===== src/rtl/uart_tx_queue.sv =====
// Byte FIFO feeding the uart transmit handshake; reports fill level and a sticky overflow flag.
// Optional feature: define UART_TX_CRLF_EN to append 0x0A after every popped 0x0D.
module uart_tx_queue #(
    parameter int unsigned DEPTH_LOG2 = 4
) (
    input  logic                  CLK,
    input  logic                  rst,
    input  logic                  wr_en,
    input  logic [7:0]            wr_data,
    output logic                  full,
    output logic                  empty,
    output logic [DEPTH_LOG2:0]   count,
    output logic                  overflow,
    input  logic                  clr_overflow,
    output logic                  transmit,
    output logic [7:0]            tx_byte,
    input  logic                  is_transmitting
);

    localparam int unsigned DEPTH = 1 << DEPTH_LOG2;

    typedef logic [DEPTH_LOG2:0]   cnt_t;
    typedef logic [DEPTH_LOG2-1:0] ptr_t;

    localparam cnt_t FULL_CNT = cnt_t'(DEPTH);

`ifdef UART_TX_CRLF_EN
    localparam logic [7:0] CR_BYTE = 8'h0D;
    localparam logic [7:0] LF_BYTE = 8'h0A;
`endif

    typedef enum logic [1:0] {
        IDLE  = 2'd0,
        START = 2'd1,
        BUSY  = 2'd2
`ifdef UART_TX_CRLF_EN
        ,
        LF    = 2'd3
`endif
    } state_t;

    logic [7:0] mem [DEPTH];
    ptr_t       wr_ptr;
    ptr_t       rd_ptr;
    state_t     state;

    logic       push_c;
    logic       drop_c;
    logic       pop_c;
    cnt_t       count_nxt;
    logic [7:0] head_c;

    // An empty FIFO lets a same-cycle push fall straight through to the UART.
    always_comb begin
        push_c    = wr_en && !full;
        drop_c    = wr_en && full;
        pop_c     = (state == IDLE) && (!empty || push_c) && !is_transmitting;
        head_c    = empty ? wr_data : mem[rd_ptr];
        count_nxt = count;
        if (push_c && !pop_c) begin
            count_nxt = count + cnt_t'(1);
        end else if (pop_c && !push_c) begin
            count_nxt = count - cnt_t'(1);
        end
    end

    always_ff @(posedge CLK) begin
        if (push_c) begin
            mem[wr_ptr] <= wr_data;
        end
    end

    // Pointers, occupancy and status flags.
    always_ff @(posedge CLK or posedge rst) begin
        if (rst) begin
            wr_ptr   <= '0;
            rd_ptr   <= '0;
            count    <= '0;
            full     <= 1'b0;
            empty    <= 1'b1;
            overflow <= 1'b0;
        end else begin
            if (push_c) begin
                wr_ptr <= wr_ptr + ptr_t'(1);
            end
            if (pop_c) begin
                rd_ptr <= rd_ptr + ptr_t'(1);
            end
            count <= count_nxt;
            full  <= (count_nxt == FULL_CNT);
            empty <= (count_nxt == cnt_t'(0));
            if (drop_c) begin
                overflow <= 1'b1;
            end else if (clr_overflow) begin
                overflow <= 1'b0;
            end
        end
    end

    // Transmit sequencer: one start pulse per byte, then wait out the UART frame.
    always_ff @(posedge CLK or posedge rst) begin
        if (rst) begin
            state    <= IDLE;
            transmit <= 1'b0;
            tx_byte  <= 8'h00;
        end else begin
            transmit <= 1'b0;
            case (state)
                IDLE: begin
                    if (pop_c) begin
                        tx_byte  <= head_c;
                        transmit <= 1'b1;
                        state    <= START;
                    end
                end
                START: begin
                    if (is_transmitting) begin
                        state <= BUSY;
                    end
                end
                BUSY: begin
                    if (!is_transmitting) begin
`ifdef UART_TX_CRLF_EN
                        state <= (tx_byte == CR_BYTE) ? LF : IDLE;
`else
                        state <= IDLE;
`endif
                    end
                end
`ifdef UART_TX_CRLF_EN
                LF: begin
                    if (!is_transmitting) begin
                        tx_byte  <= LF_BYTE;
                        transmit <= 1'b1;
                        state    <= START;
                    end
                end
`endif
                default: state <= IDLE;
            endcase
        end
    end

endmodule


===== config.mk =====
export PLATFORM = sky130hd
export DESIGN_NAME = uart_tx_queue
export DESIGN_NICKNAME = d
export VERILOG_FILES = /design/src/rtl/uart_tx_queue.sv
export SDC_FILE = /design/constraint.sdc
export NUM_CORES = 1
export LEC_CHECK = 0
export ABC_AREA = 0
export CAP_MARGIN = 0
export CORE_ASPECT_RATIO = 0.5
export CORE_MARGIN = 2
export CORE_UTILIZATION = 65
export CTS_BUF_LIST = sky130_fd_sc_hd__clkbuf_8
export CTS_CLUSTER_SIZE = 28
export DETAILED_ROUTE_END_ITERATION = 12
export PLACE_DENSITY_LB_ADDON = 0.12
export SETUP_SLACK_MARGIN = 0.5
export SLEW_MARGIN = 20
export SYNTH_ARGS = -nofsm -noshare
export SYNTH_HDL_FRONTEND = slang
export SYNTH_SLANG_ARGS = --single-unit
export TNS_END_PERCENT = 50

===== constraint.sdc =====
create_clock -name CLK -period 4.82 [get_ports CLK]
set_input_delay 0.964 -clock CLK [delete_from_list [all_inputs] [get_ports CLK]]
set_output_delay 0.964 -clock CLK [all_outputs]
set_load 0.05 [all_outputs]

# ---- Yosys cells after proc, flatten, opt, wreduce, memory -nomap -nowiden
# Memories as Yosys holds them, arrays and structs flattened.
# Index checks and enable logic that the tools add are counted.
dict set report word_totals {
  inputBits 13
  n_memories 1
  mem_bits_rw 128
  word_cells 50
  ff_bits 27
}
dict set report op_classes {
  reduce_logical 17
  mux 13
  n_eq_ne 6
  addsub 4
}
# name depth width read_ports rd_clocked_by_memory_dff write_ports line
set mem_list {}
lappend mem_list {mem 16 8 1 0 1 42} ;# logic [7:0] mem [DEPTH];
# op count
set op_table {}
lappend op_table {{$mux W5} 2}
lappend op_table {{$add A4 B1 Y4 const B} 2}
lappend op_table {{$mux W8} 1}
lappend op_table {{$logic_and A1 B1 Y1} 6}
lappend op_table {{$mux W1} 6}
lappend op_table {{$mux W2} 3}
lappend op_table {{$ne A2 B2 Y1 const B} 3}
lappend op_table {{$pmux W2 S3} 1}
lappend op_table {{$add A5 B1 Y5 const B} 1}
lappend op_table {{$eq A5 B5 Y1 const B} 1}
lappend op_table {{$logic_not A1 Y1} 5}
lappend op_table {{$logic_not A5 Y1} 1}
lappend op_table {{$sub A5 B1 Y5 const B} 1}
lappend op_table {{$reduce_and A3 Y1} 1}
lappend op_table {{$eq A2 B1 Y1 const B} 1}
lappend op_table {{$eq A2 B2 Y1 const B} 1}
lappend op_table {{$logic_not A2 Y1} 1}
lappend op_table {{$reduce_and A2 Y1} 1}
lappend op_table {{$reduce_bool A2 Y1} 1}
lappend op_table {{$logic_or A1 B1 Y1} 1}

# ---- Depth between registers and ports, before layout
dict set report logic_depth {
  depth_word 9
  mapped_depth 7
}

# ---- Least setup slack after synthesis
# No wires, ideal clock.
dict set report synth_timing {
  path_kind {input to register}
  startpoint {in is_transmitting}
  endpoint {reg empty}
  required_ns 4.730
  stages 6
  setup_ns 0.090
  arrival_ns 2.204
  setup_slack_ns 2.526
  path_cell_list {or4_1 nor2_2 a22oi_4 xor2_2 inv_2 nor4_2}
}
dict set report synth_between {
  elab_chain_len 6
}
# item line
set synth_rtl {}
lappend synth_rtl {{start, declared} 17} ;# input logic is_transmitting
lappend synth_rtl {{$logic_not A1 Y1 *} -}
lappend synth_rtl {{$logic_and A1 B1 Y1 *} 57} ;# pop_c = (state == IDLE) && (!empty || push_c) && !is_transmitting;
lappend synth_rtl {{$logic_and A1 B1 Y1 or $logic_not A1 Y1 (tied branches)} {62, 60}}
lappend synth_rtl {{$mux W5 or $logic_and A1 B1 Y1 (tied branches)} {62, 60}}
lappend synth_rtl {{$mux W5 *} 60} ;# if (push_c && !pop_c) begin
lappend synth_rtl {{net count_nxt[4]} 50} ;# cnt_t count_nxt;
lappend synth_rtl {{$logic_not A5 Y1 *} 91} ;# empty <= (count_nxt == cnt_t'(0));
lappend synth_rtl {{end signal, assigned} 91}
lappend synth_rtl {{end, declared} 11} ;# output logic empty,
# Mark *: on every way through the listed nets, which the timed path passes. The rest lies on a longest branch.
# A chain may end at the register's enable or synchronous reset.

# ---- Worst setup path after layout
dict set report layout_timing {
  startpoint {reg empty}
  endpoint {out empty}
}
# No word-level cell between the ends.

==> flow_metrics.py <==
metrics = {
    "worst_setup_path": {
        "cp.depth": 1,
        "worstSetupPathType": "register to primary output",
        "cp-end-kind": "primary output",
        "cpPeakStageDelay_ps": 860,
        "critical_path.top_delay_family": "buffers and inverters",
        "cp-start-kind": "register",
        "worst_r2r_startpoint": "rd_ptr[0]",
        "reg2reg_depth": 4,
        "crit_buf_inv": 1,
        "path_max_fanout": 13,
        "path_cells": "clkdlybuf4s50_1",
        "crit_start": "empty",
        "cp.required_ps": 3860,
        "cp_slowest_cell": "clkdlybuf4s50_1",
        "critical_path_arrival_ps": 1990,
    },
    "pwr": {
        "cellPowerDensity_nw_per_um2": 608,
        "p_switching_mw": 1.49,
        "switching_share": 0.343,
        "clkPwrFrac": 0.258,
        "leakage_nw": 2.52,
        "seqPwrFrac": 0.441,
        "p_total_mw": 4.34,
        "pwr-share-comb": 0.301,
        "ir_worst_vdd_mv": 0.353,
        "p_int_mw": 2.85,
    },
    "timing": {
        "whs_ps": 543,
        "rsz0062_at_grt": "false",
        "tightestPinTransition_ps": 862,
        "relSlewSlack": 0.423,
        "drv_slew": 0,
        "fin_crit_ps": 2950,
        "setup_viol_count_final": 0,
        "fin_ws_ps": 1870,
        "setup_tns_ps": 0,
        "hold_violations": 0,
        "post-route-period-util": 0.613,
        "timing.fmax_mhz": 339,
        "skew_ps": 12.5,
    },
    "placed_design": {
        "place_ws_ps": 1660,
        "place_hpwl_um": 8650,
        "place.gp.congestion": 0.908,
        "port_buffers": 29,
    },
    "synth": {
        "ys_ff_latch": 155,
        "yosysSeqAreaShare": 0.720,
        "yosysUniqueCellTypes": 45,
        "synth_flop_cell": "edfxtp_1",
        "synth_nets": 379,
        "synth-edff-count": 128,
        "synthArstFlopShare": 0.174,
        "yosys_warnings": 0,
        "synthesis.area_um2": 6280,
        "synth_area_per_cell_um2": 17.5,
        "synth.area.top_cells": "edfxtp_1 61%, dfrtp_1 10%, mux4_2 7.2%",
        "postSynthCellCount": 359,
        "netlist.top_cell.by_area": "edfxtp_1",
        "synth_top_area_share": 0.612,
    },
    "clock_network": {
        "clkLatencyLatePin_ps": 450,
        "clkSlewWorstSetupHoldPaths_ps": 90,
        "ctsHoldBuffers": 0,
        "cts_resized": 0,
        "ctsHtreeMaxLevel": 4,
        "cts_buffer_depth": 2,
        "numCtsBuffers": 17,
        "post-cts-setup-buffers": 0,
        "cts_num_sinks": 155,
        "cts_tree": "done",
        "cts-root-buf": "clkbuf_8",
    },
    "die": {
        "initial_core_util": 0.667,
        "die_w_um": 143,
        "io_pins": 30,
        "die_h_um": 73.5,
        "fp-row-count": 25,
        "fp.coreArea_um2": 9420,
        "die_area_um2": 10500,
    },
    "cells_and_area": {
        "area_delta_synth_final_pct": 13.7,
        "fin_util": 0.759,
        "layout.nets": 413,
        "drive_above_1_share": 0.160,
        "diodes": 0,
    },
    "global_route": {
        "grt.total_usage": 0.271,
        "grt_pass1_wl_um": 19700,
        "grt_remaining_overflow": 0,
        "grt_max_degree": 28,
        "antenna_found_initial": 0,
        "grt_pass1_vias": 3449,
    },
    "route": {
        "dr.pass1.iters": 5,
        "wl_per_cell_um": 23.8,
        "wirelength_um": 12900,
        "drc": 0,
        "viasPerCell": 6.30,
        "via_count": 3407,
        "initialDrtViolationCount": 375,
        "detail-route-antenna-nets": 0,
    },
    "run": {
        "maxCapViolations": 0,
    },
    "worst_hold_path": {
        "min_path_cells": 2,
        "hp-start": "overflow",
        "hold_class": "register to register",
    },
    "outcome": {
        "status": "finished clean",
    },
}
==> stage by stage <==
step / cells / instance area, µm²
2_1_floorplan: 359 / 6280
3_3_place_gp: 509 / 6680
3_5_place_dp: 509 / 6680
4_1_cts: 541 / 7140
5_1_grt: 541 / 7150
6_report: 541 / 7150
==> power by group through the flow <==
| stage | clock network (mW) | registers, mW | logic, mW |
|---|---|---|---|
| after detailed placement | 0 | 1.94 | 1.30 |
| after floorplan | 0 | 2.00 | 0.826 |
| after global routing | 1.18 | 1.95 | 1.39 |
| after global placement | 0 | 1.93 | 1.27 |
| final | 1.12 | 1.92 | 1.31 |
| after CTS | 1.13 | 1.92 | 1.31 |
==> synth_stat cells (7+ instances only) <==
cell and n:
ha_1 7, xnor2_1 8, edfxtp_1 128, nand3_1 8, nand2_1 13, buf_2 8
dfrtp_1 26, inv_1 8, mux4_2 20, and2_1 18, nor2_1 10, a22oi_1 12
mux2i_1 32
==> flip-flops by register name, summed over array words and instances (netlist names) <==
register  flops
mem         128
wr_ptr        4
rd_ptr        4
count         5
overflow      1
full          1
state         2
tx_byte       8
transmit      1
empty         1
==> cell type report <==
| class | instances | area [µm²] |
|---|---|---|
| well taps | 135 | 169 |
| multi-input cells | 180 | 1660 |
| clock buffers | 18 | 248 |
| flip-flops and latches | 155 | 4520 |
| clock inverters | 14 | 216 |
| fillers | 529 | 2270 |
| inverters | 9 | 33.8 |
| repair buffers | 30 | 298 |
==> per-layer routing <==
layer  GRT usage  part of all wire  vias up
li1            -                 -     1471
met1       0.374              0.42     1736
met2       0.405              0.46      172
met3      0.0893             0.095       28
met4       0.123             0.026        0
met5           0                 0        -
==> worst paths after layout <==
check,to,slack [ps]
max in group asynchronous,rd_ptr[1],3470
worst max register to register,tx_byte[0],2600
worst min-delay path,overflow,540
min in group asynchronous,overflow,900
worst min register to register,overflow,540
worst max-delay path,empty,1870
==> kinds of logic (layout without fill, tap and decap cells) <==
family | count (synthesis) | count (layout) | share of synthesized area
AO/OA/AOI/OAI | 39 | 39 | 0.0462
XOR/XNOR | 11 | 11 | 0.0165
adder cells (fa/ha/maj) | 7 | 7 | 0.0139
buffers and inverters | 24 | 71 | 0.0165
flip-flops | 155 | 155 | 0.720
multiplexers | 54 | 54 | 0.126
AND/OR/NAND/NOR | 69 | 69 | 0.0609
==> layout by cell type, fill, tap and decap left out, types with 2 or more instances in the layout <==
master           synthesis  layout
nor2b_1                  3       3
o221ai_1                 6       6
inv_2                    1       2
dfrtp_2                  0       2
a221oi_1                 2       2
bufinv_16                0       5
mux2i_1                 32      32
nand3_1                  8       8
inv_6                    0       3
nor2_1                  10      10
and3_1                   3       3
clkinvlp_4               0       3
dfrtp_1                 26      24
nand2_1                 13      13
clkbuf_8                 0      18
a32oi_1                  2       2
xnor2_1                  8       8
nand4_1                  2       2
and2_1                  18      18
nor3b_1                  2       2
a21oi_1                  6       6
o21ai_0                  5       5
inv_1                    8       8
nor4_1                   2       2
mux2_2                   2       2
clkdlybuf4s50_1          0      29
a22oi_1                 12      12
mux4_2                  20      20
edfxtp_1               128     128
xor2_1                   2       2
ha_1                     7       7
Power figures use the tool's default switching activity.
